### src/rtl/stall_controller_if.sv
// Handshake bundle between the pipeline hazard/cache logic and the stall controller.
// The master side raises hazard/cache status; the slave side returns per-cycle pipeline controls.
interface stall_controller_if;
    logic bubble_req;
    logic branch_taken;
    logic icache_read;
    logic icache_resp;
    logic dcache_read;
    logic dcache_write;
    logic dcache_resp;
    logic load_pc;
    logic load_if_id;
    logic load_id_ex;
    logic load_ex_mem;
    logic load_mem_wb;
    logic insert_bubble;
    logic flush_if_id;
    logic flush_id_ex;
    logic flush_ex_mem;

    modport master (
        output bubble_req, branch_taken, icache_read, icache_resp,
               dcache_read, dcache_write, dcache_resp,
        input  load_pc, load_if_id, load_id_ex, load_ex_mem, load_mem_wb,
               insert_bubble, flush_if_id, flush_id_ex, flush_ex_mem
    );

    modport slave (
        input  bubble_req, branch_taken, icache_read, icache_resp,
               dcache_read, dcache_write, dcache_resp,
        output load_pc, load_if_id, load_id_ex, load_ex_mem, load_mem_wb,
               insert_bubble, flush_if_id, flush_id_ex, flush_ex_mem
    );
endinterface

### src/rtl/stall_controller.sv
// Pipeline stall/flush controller: fixed-priority per-cycle controls, a stall-tracking FSM,
// a pending wrong-path fetch kill flag and saturating performance counters.
module stall_controller #(
    parameter int CNT_W = 16
) (
    input  logic               clk,
    input  logic               reset,
    stall_controller_if.slave  bus,
    output logic [CNT_W-1:0]   stall_cycles,
    output logic [CNT_W-1:0]   stall_events,
    output logic [CNT_W-1:0]   bubble_count,
    output logic [CNT_W-1:0]   flush_count,
    output logic               kill_pending_o,
    output logic [1:0]         state_o
);

    typedef enum logic [1:0] {
        ST_RUN    = 2'd0,
        ST_I_WAIT = 2'd1,
        ST_D_WAIT = 2'd2
    } state_e;

    localparam logic [CNT_W-1:0] CNT_ONE = {{(CNT_W-1){1'b0}}, 1'b1};
    localparam logic [CNT_W-1:0] CNT_MAX = {CNT_W{1'b1}};

    function automatic logic [CNT_W-1:0] sat_inc(input logic [CNT_W-1:0] v, input logic en);
        if (en && (v != CNT_MAX)) begin
            return v + CNT_ONE;
        end else begin
            return v;
        end
    endfunction

    state_e           state_q, state_d;
    logic             kill_q, kill_d;
    logic [CNT_W-1:0] stall_cycles_q, stall_events_q, bubble_count_q, flush_count_q;

    logic dstall_s, istall_s, branch_s, bubble_s, kill_clr_s, kill_set_s;
    logic stall_cnt_en_s, event_en_s;

    assign dstall_s   = (bus.dcache_read | bus.dcache_write) & ~bus.dcache_resp;
    assign istall_s   = bus.icache_read & ~bus.icache_resp;
    assign branch_s   = ~dstall_s & bus.branch_taken;
    assign bubble_s   = ~dstall_s & ~bus.branch_taken & ~istall_s & bus.bubble_req;
    // A branch resolved while a fetch is stuck leaves that fetch's data to be thrown away later.
    assign kill_set_s = branch_s & istall_s;
    assign kill_clr_s = kill_q & bus.icache_read & bus.icache_resp & ~dstall_s;

    assign stall_cnt_en_s = dstall_s | (istall_s & ~bus.branch_taken);
    assign event_en_s     = ((state_q == ST_RUN) && (state_d != ST_RUN)) ||
                            ((state_q == ST_I_WAIT) && (state_d == ST_D_WAIT));

    // Per-cycle pipeline controls by fixed priority dstall > branch > istall > bubble > run.
    always_comb begin
        bus.load_pc       = 1'b1;
        bus.load_if_id    = 1'b1;
        bus.load_id_ex    = 1'b1;
        bus.load_ex_mem   = 1'b1;
        bus.load_mem_wb   = 1'b1;
        bus.insert_bubble = 1'b0;
        bus.flush_if_id   = 1'b0;
        bus.flush_id_ex   = 1'b0;
        bus.flush_ex_mem  = 1'b0;
        if (dstall_s) begin
            bus.load_pc     = 1'b0;
            bus.load_if_id  = 1'b0;
            bus.load_id_ex  = 1'b0;
            bus.load_ex_mem = 1'b0;
            bus.load_mem_wb = 1'b0;
        end else if (bus.branch_taken) begin
            bus.flush_if_id  = 1'b1;
            bus.flush_id_ex  = 1'b1;
            bus.flush_ex_mem = 1'b1;
        end else if (istall_s) begin
            bus.load_pc     = 1'b0;
            bus.load_if_id  = 1'b0;
            bus.load_id_ex  = 1'b0;
            bus.load_ex_mem = 1'b0;
            bus.load_mem_wb = 1'b0;
        end else if (bus.bubble_req) begin
            bus.load_pc       = 1'b0;
            bus.load_if_id    = kill_clr_s;
            bus.flush_if_id   = kill_clr_s;
            bus.insert_bubble = 1'b1;
        end else begin
            bus.flush_if_id = kill_clr_s;
        end
    end

    // Next-state selection for the stall FSM and the kill flag.
    always_comb begin
        state_d = ST_RUN;
        kill_d  = kill_q;
        if (dstall_s) begin
            state_d = ST_D_WAIT;
        end else if (istall_s && !bus.branch_taken) begin
            state_d = ST_I_WAIT;
        end else begin
            state_d = ST_RUN;
        end
        if (kill_set_s) begin
            kill_d = 1'b1;
        end else if (kill_clr_s) begin
            kill_d = 1'b0;
        end else begin
            kill_d = kill_q;
        end
    end

    // State, kill flag and saturating counters.
    always_ff @(posedge clk) begin
        if (reset) begin
            state_q        <= ST_RUN;
            kill_q         <= 1'b0;
            stall_cycles_q <= '0;
            stall_events_q <= '0;
            bubble_count_q <= '0;
            flush_count_q  <= '0;
        end else begin
            state_q        <= state_d;
            kill_q         <= kill_d;
            stall_cycles_q <= sat_inc(stall_cycles_q, stall_cnt_en_s);
            stall_events_q <= sat_inc(stall_events_q, event_en_s);
            bubble_count_q <= sat_inc(bubble_count_q, bubble_s);
            flush_count_q  <= sat_inc(flush_count_q, branch_s);
        end
    end

    assign stall_cycles   = stall_cycles_q;
    assign stall_events   = stall_events_q;
    assign bubble_count   = bubble_count_q;
    assign flush_count    = flush_count_q;
    assign kill_pending_o = kill_q;
    assign state_o        = state_q;

endmodule

### src/flat_wrapper.sv
// flat-port wrapper written by rule: the top's interface ports become plain ports
module stall_controller_flat 
#(
    parameter int CNT_W = 16
)
  (clk, reset, stall_cycles, stall_events, bubble_count, flush_count, kill_pending_o, state_o, bus_bubble_req, bus_branch_taken, bus_icache_read, bus_icache_resp, bus_dcache_read, bus_dcache_write, bus_dcache_resp, bus_load_pc, bus_load_if_id, bus_load_id_ex, bus_load_ex_mem, bus_load_mem_wb, bus_insert_bubble, bus_flush_if_id, bus_flush_id_ex, bus_flush_ex_mem);
  stall_controller_if bus_i ();
  input  logic clk;
  input  logic reset;
  output logic [CNT_W-1:0] stall_cycles;
  output logic [CNT_W-1:0] stall_events;
  output logic [CNT_W-1:0] bubble_count;
  output logic [CNT_W-1:0] flush_count;
  output logic kill_pending_o;
  output logic [1:0] state_o;
  input wire logic [$bits(bus_i.bubble_req)-1:0] bus_bubble_req;
  input wire logic [$bits(bus_i.branch_taken)-1:0] bus_branch_taken;
  input wire logic [$bits(bus_i.icache_read)-1:0] bus_icache_read;
  input wire logic [$bits(bus_i.icache_resp)-1:0] bus_icache_resp;
  input wire logic [$bits(bus_i.dcache_read)-1:0] bus_dcache_read;
  input wire logic [$bits(bus_i.dcache_write)-1:0] bus_dcache_write;
  input wire logic [$bits(bus_i.dcache_resp)-1:0] bus_dcache_resp;
  output wire logic [$bits(bus_i.load_pc)-1:0] bus_load_pc;
  output wire logic [$bits(bus_i.load_if_id)-1:0] bus_load_if_id;
  output wire logic [$bits(bus_i.load_id_ex)-1:0] bus_load_id_ex;
  output wire logic [$bits(bus_i.load_ex_mem)-1:0] bus_load_ex_mem;
  output wire logic [$bits(bus_i.load_mem_wb)-1:0] bus_load_mem_wb;
  output wire logic [$bits(bus_i.insert_bubble)-1:0] bus_insert_bubble;
  output wire logic [$bits(bus_i.flush_if_id)-1:0] bus_flush_if_id;
  output wire logic [$bits(bus_i.flush_id_ex)-1:0] bus_flush_id_ex;
  output wire logic [$bits(bus_i.flush_ex_mem)-1:0] bus_flush_ex_mem;
  assign bus_i.bubble_req = bus_bubble_req;
  assign bus_i.branch_taken = bus_branch_taken;
  assign bus_i.icache_read = bus_icache_read;
  assign bus_i.icache_resp = bus_icache_resp;
  assign bus_i.dcache_read = bus_dcache_read;
  assign bus_i.dcache_write = bus_dcache_write;
  assign bus_i.dcache_resp = bus_dcache_resp;
  assign bus_load_pc = bus_i.load_pc;
  assign bus_load_if_id = bus_i.load_if_id;
  assign bus_load_id_ex = bus_i.load_id_ex;
  assign bus_load_ex_mem = bus_i.load_ex_mem;
  assign bus_load_mem_wb = bus_i.load_mem_wb;
  assign bus_insert_bubble = bus_i.insert_bubble;
  assign bus_flush_if_id = bus_i.flush_if_id;
  assign bus_flush_id_ex = bus_i.flush_id_ex;
  assign bus_flush_ex_mem = bus_i.flush_ex_mem;
  stall_controller #(.CNT_W(CNT_W)) u_core (.clk(clk), .reset(reset), .bus(bus_i), .stall_cycles(stall_cycles), .stall_events(stall_events), .bubble_count(bubble_count), .flush_count(flush_count), .kill_pending_o(kill_pending_o), .state_o(state_o));
endmodule
### config.mk
export PLATFORM = sky130hd
export DESIGN_NAME = stall_controller_flat
export DESIGN_NICKNAME = d
export VERILOG_FILES = /design/src/rtl/stall_controller_if.sv /design/src/rtl/stall_controller.sv /design/src/flat_wrapper.sv
export SDC_FILE = /design/constraint.sdc
export NUM_CORES = 1
export LEC_CHECK = 0
export BUFFER_PORTS_ARGS = -buffer_cell sky130_fd_sc_hd__buf_2
export CAP_MARGIN = 5
export CORE_UTILIZATION = 30
export DETAILED_ROUTE_END_ITERATION = 6
export GPL_ROUTABILITY_DRIVEN = 0
export PLACE_DENSITY_LB_ADDON = 0.25
export SLEW_MARGIN = 20
export SYNTH_ARGS = -nofsm -noshare
export SYNTH_HDL_FRONTEND = slang
export SYNTH_SLANG_ARGS = --single-unit
export TNS_END_PERCENT = 1
### constraint.sdc
create_clock -name clk -period 3.6 [get_ports clk]
set_clock_uncertainty 0.1 [all_clocks]
set_input_delay 0.18 -clock clk [delete_from_list [all_inputs] [get_ports clk]]
set_output_delay 0.18 -clock clk [all_outputs]
set_load 0.02 [all_outputs]
==> results of run 1 <==
## flip-flops by register name, indices dropped and copies added (netlist names)
register,cells
u_core.state_o,2
u_core.bubble_count,16
u_core.flush_count,16
u_core.kill_pending_o,1
u_core.stall_cycles,16
u_core.stall_events,16
## power by group
group / total [mW] / switching, mW / internal [mW] / leakage (nW)
clock: 0.835 / 0.319 / 0.516 / 0.141
combinational: 0.113 / 0.0790 / 0.0340 / 1.02
sequential: 0.758 / 0.00868 / 0.750 / 0.541
total: 1.71 / 0.407 / 1.30 / 1.71
## cells by family (layout without fill, tap and decap cells)
kind of cell | count (synthesis) | after routing
simple gates | 195 | 195
mux | 17 | 17
buf+inv | 32 | 111
flops | 67 | 67
fa+ha+maj | 4 | 4
compound gates | 112 | 112
## through the flow
step	instance area, um^2	instances	utilization
after floorplan	3660	427	-
after global placement	4170	634	0.358
after detailed placement	4170	634	0.358
after CTS	4450	649	0.382
after global routing	4460	649	0.383
final	4460	649	0.383
## worst reg2reg max path, stage by stage, from the launching register on
cell     delay [ns]
dfxtp_1        0.40
ha_1           0.26
and4_1         0.26
nand4_1        0.34
or4_1          0.62
a21oi_1        0.14
## layout make-up
class / instances / area [um^2]
fillers: 1234 / 7200
multi-input cells: 328 / 2180
flip-flops and latches: 67 / 1340
repair buffers: 88 / 450
clock buffers: 13 / 270
well taps: 143 / 179
inverters: 8 / 30.0
clock inverters: 2 / 10.0
## synthesized netlist by cell type, types with 2 or more instances
library cell / n
a2111oi_0: 2
a21oi_1: 40
and2_1: 3
and3_1: 4
and4_1: 10
buf_2: 5
buf_4: 4
clkbuf_1: 12
dfxtp_1: 67
ha_1: 4
inv_1: 8
mux2_2: 17
nand2_1: 24
nand3_1: 25
nand3b_1: 3
nand4_1: 15
nor2_1: 24
nor2b_1: 18
nor3_1: 5
nor4_1: 13
nor4_2: 2
nor4b_1: 2
o2111ai_1: 3
o211a_1: 2
o211ai_1: 3
o21ai_0: 17
o21bai_1: 4
o311a_1: 3
o31a_1: 2
o31ai_1: 23
o41ai_1: 3
or3_1: 11
or3b_2: 2
or4_1: 26
## routing by layer
metal / vias up / part of all wire / track usage
met3: 13 / 0.045 / 0.0394
met1: 1686 / 0.48 / 0.207
met4: 0 / 0.018 / 0.0729
li1: 1825 / - / -
met5: - / 0 / 0
met2: 71 / 0.46 / 0.246
## worst max path at each step
stage                                 startpoint                 endpoint  slack (ns)
after global placement          bus_dcache_write  u_core.bubble_count[11]        1.34
after floorplan           u_core.bubble_count[0]   u_core.bubble_count[1]        1.61
after global routing      u_core.bubble_count[0]  u_core.bubble_count[10]        1.25
after CTS                 u_core.bubble_count[0]  u_core.bubble_count[10]        1.43
after detailed placement        bus_dcache_write   u_core.bubble_count[9]        1.27
final                     u_core.bubble_count[0]  u_core.bubble_count[10]        1.41
==> flow_summary.json, run 1 <==
{
  "chipWidth_um": 113,
  "hold_path.class": "input port to register",
  "port_buffers": 84,
  "rsz0062_at_grt": "no",
  "hold_end": "u_core.kill_pending_o",
  "hold-worst-slack_ns": 0.0316,
  "insertion_delay_ns": 0.33,
  "io_pins": 85,
  "synth_area_per_cell_um2": 8.58,
  "htree_levels": 3,
  "wirelength_um": 9780,
  "whs_path_depth": 2,
  "die_h_um": 113,
  "synth_simple_gate_area_frac": 0.325,
  "synthArstFlopShare": 0,
  "synthToLayoutAreaGrowth_pct": 21.8,
  "worstMarginPinSlew_ns": 0.719,
  "grt_antenna_before_repair": 0,
  "fin_setup_tns_ns": 0,
  "cp_slowest_cell": "or4_1",
  "synth_edf_count": 0,
  "ys_seq_area_frac": 0.366,
  "dp_slack_ns": 1.27,
  "r2r-start": "u_core.bubble_count[0]",
  "drive_above_1_share": 0.259,
  "finalHoldViolations": 0,
  "power_mw": 1.71,
  "clock-sinks": 67,
  "yosys_warnings": 0,
  "cts_tree": "done",
  "coreArea_um2": 11700,
  "endpoint_kind": "register",
  "cts_inserted_buffers": 9,
  "hold_buffers": 0,
  "final_common_cell": "buf_2",
  "ctsRootBufferMaster": "clkbuf_16",
  "synth_top_area_cell": "dfxtp_1",
  "start_util": 0.314,
  "synth_ff_type": "dfxtp_1",
  "wl_per_cell_um": 15.1,
  "cp_data_required_time_ns": 3.76,
  "antenna_cells": 0,
  "cts_setup_buffers": 0,
  "clkSlewWorstSetupHoldPaths_ns": 0.06,
  "startpoint_type": "register",
  "cpLargestDelayFamily": "simple AND/OR/NAND/NOR gates",
  "layout_min_cycle_time_ns": 2.19,
  "crit_type": "register to register",
  "drt_pass1_iterations": 4,
  "synthCells": 427,
  "final_cell_mix": "buf_2, dfxtp_1, a21oi_1, or4_1, nand3_1",
  "vias": 3595,
  "drc_errors": 0,
  "vias_per_cell": 5.54,
  "layout_setup_ws_ns": 1.41,
  "ctsLongestPathBuffers": 2,
  "peakVddDrop_mv": 0.162,
  "setup_viol": 0,
  "min_period_over_period": 0.607,
  "fmax_ghz": 0.457,
  "grt_pass1_wl_um": 16100,
  "reg2regPathDepth": 5,
  "gr-total-overflow": 0,
  "min_from": "bus_icache_read",
  "synth_mux_area_frac": 0.0523,
  "timing.critical_path.buf_inv": 0,
  "drv_slew": 0,
  "synth_area_leaders": "dfxtp_1, a21oi_1, or4_1, mux2_2, o31ai_1",
  "syn_nets": 440,
  "ys_ff_latch": 67,
  "cp.arrival_ns": 2.35,
  "worstReg2RegEnd": "u_core.bubble_count[10]",
  "power.density_nw_per_um2": 382,
  "synth_xor_area_frac": 0,
  "grt_use_total": 0.158,
  "p_leak_nw": 1.71,
  "num_rows": 39,
  "cp_num_cells": 5,
  "synth.distinct_cells": 55,
  "grt_max_degree": 42,
  "synth_top_family_by_area": "simple AND/OR/NAND/NOR gates",
  "finalNetCount": 515,
  "synth_compound_area_frac": 0.200,
  "yosysTopAreaCellShare": 0.366,
  "detail-route-antenna-nets": 0,
  "drt_iter0_drc": 172,
  "path_cells": "ha_1 -> and4_1 -> nand4_1 -> or4_1 -> a21oi_1",
  "outcome": "complete, no violations",
  "dieArea_um2": 12700,
  "critPathMaxFanout": 8,
  "slew-limit-headroom": 0.519,
  "max_cap_violations": 0,
  "cts_resized": 0,
  "r2r_slack_ns": 1.41,
  "slowest_delay_ns": 0.61,
  "hpwl_um": 6800,
  "grt_pass1_vias": 3163,
  "synth_fa_ha_area_frac": 0.0137,
  "syn_area_um2": 3660
}
No activity file was read; power rests on OpenSTA's default activity.
==> inputs of run 2 (changes only) <==
Clock period 3.6 ns to 1.8 ns, I/O delays scaled along.
==> flow_summary.json, run 2 (synthesized netlist as in run 1, its figures left out) <==
{
  "drt_pass1_iterations": 4,
  "drv_slew": 0,
  "placed_area_um2": 4900,
  "power.density_nw_per_um2": 644,
  "rsz0062_at_grt": "yes",
  "fmax_ghz": 0.538,
  "final_common_cell": "buf_4",
  "grt_use_total": 0.181,
  "htree_levels": 3,
  "grt_pass1_wl_um": 18400,
  "dieArea_um2": 12700,
  "finalHoldViolations": 0,
  "cp.arrival_ns": 1.98,
  "chipWidth_um": 113,
  "wirelength_um": 11300,
  "hpwl_um": 8130,
  "detail-route-antenna-nets": 0,
  "endpoint_kind": "register",
  "path_cells": "ha_4 -> nand4_1 -> nor4_4 -> buf_4 -> nor4_2 -> mux2_2",
  "violations": "negative setup slack",
  "port_buffers": 84,
  "cts_tree": "done",
  "outcome": "finished, violations left",
  "slew-limit-headroom": 0.683,
  "fin_area_um2": 5430,
  "gr-total-overflow": 0,
  "crit_type": "register to register",
  "slowest_delay_ns": 0.46,
  "layout_min_cycle_time_ns": 1.86,
  "stdcell_count": 744,
  "synthToLayoutAreaGrowth_pct": 48.3,
  "cts_inserted_buffers": 9,
  "critPathMaxFanout": 4,
  "drc_errors": 0,
  "cp_slowest_cell": "nor4_4",
  "wirelength_met1_um": 5240,
  "worstMarginPinSlew_ns": 0.474,
  "antenna_cells": 0,
  "met3_wirelength_um": 510,
  "coreArea_um2": 11700,
  "drt_iter0_drc": 215,
  "timing.critical_path.buf_inv": 1,
  "max_cap_violations": 0,
  "hold_path.class": "input port to register",
  "vias": 4070,
  "ctsRootBufferMaster": "clkbuf_16",
  "insertion_delay_ns": 0.33,
  "grt_pass1_vias": 3762,
  "start_util": 0.314,
  "cp_data_required_time_ns": 1.93,
  "ctsLongestPathBuffers": 2,
  "setup_viol": 3,
  "finalNetCount": 609,
  "layout_setup_ws_ns": -0.0580,
  "peakVddDrop_mv": 0.310,
  "num_rows": 39,
  "clock-sinks": 67,
  "startpoint_type": "register",
  "grt_antenna_before_repair": 0,
  "dp_slack_ns": -0.0790,
  "wl_per_cell_um": 15.2,
  "hold-worst-slack_ns": 0.0177,
  "route.met2.wl_um": 5350,
  "drive_above_1_share": 0.441,
  "cpLargestDelayFamily": "simple AND/OR/NAND/NOR gates",
  "min_period_over_period": 1.03,
  "power_mw": 3.50,
  "vias_per_cell": 5.47,
  "grt_max_degree": 34,
  "p_leak_nw": 2.25,
  "final_cell_mix": "buf_4, buf_2, dfxtp_1, a21oi_1",
  "io_pins": 85,
  "placedCellCount": 719,
  "clkSlewWorstSetupHoldPaths_ns": 0.06,
  "top_layer": "met4",
  "die_h_um": 113
}
[run 2: power by group]
group / switching, mW / internal, mW
clock network: 0.643 / 1.04
logic: 0.182 / 0.122
registers: 0.0143 / 1.50
total: 0.839 / 2.66
[run 2: worst paths after layout]
check	startpoint	end	slack, ns	cells after the start
max reg2reg	u_core.bubble_count[1]	u_core.bubble_count[11]	-0.06	6
max	u_core.bubble_count[1]	u_core.bubble_count[11]	-0.06	6
min	bus_icache_read	u_core.kill_pending_o	0.02	3
min reg2reg	u_core.stall_events[12]	u_core.stall_events[12]	0.39	2
[run 2: layer usage]
layer,global-route usage,vias up
li1,-,2019
met1,0.237,1924
met2,0.290,111
met3,0.0378,16
met4,0.0738,0
met5,0,-
[run 2: final cells by class]
| cell class | count | area (um^2) |
|---|---|---|
| multi-input combinational | 328 | 2370 |
| clock inverter | 2 | 10.0 |
| fill | 1137 | 6230 |
| tap | 143 | 179 |
| timing repair buffer | 182 | 1200 |
| inverter | 8 | 30.0 |
| clock buffer | 14 | 274 |
| sequential | 67 | 1370 |
[run 2: worst register-to-register path, cell delays in order (launching register included)]
cell	delay [ns]
dfxtp_4	0.35
ha_4	0.14
nand4_1	0.18
nor4_4	0.46
buf_4	0.19
nor4_2	0.05
mux2_2	0.28
[run 2: repair_timing]
action                                  in CTS  in global routing
resized for setup                            7                 32
setup buffers                                4                  4
cloned                                       0                  0
endpoints found under the setup margin      13                 51
endpoints found under the hold margin        3                  0
hold buffers                                 1                  0
pin swaps                                    5                 10
[run 2: stage by stage]
step	setup TNS, ns	util
floorplan	-0.239	-
CTS	-0.0314	0.453
global route	-1.45	0.466
finish	-0.0693	0.466
global placement	-0.119	0.420
detailed placement	-0.603	0.420
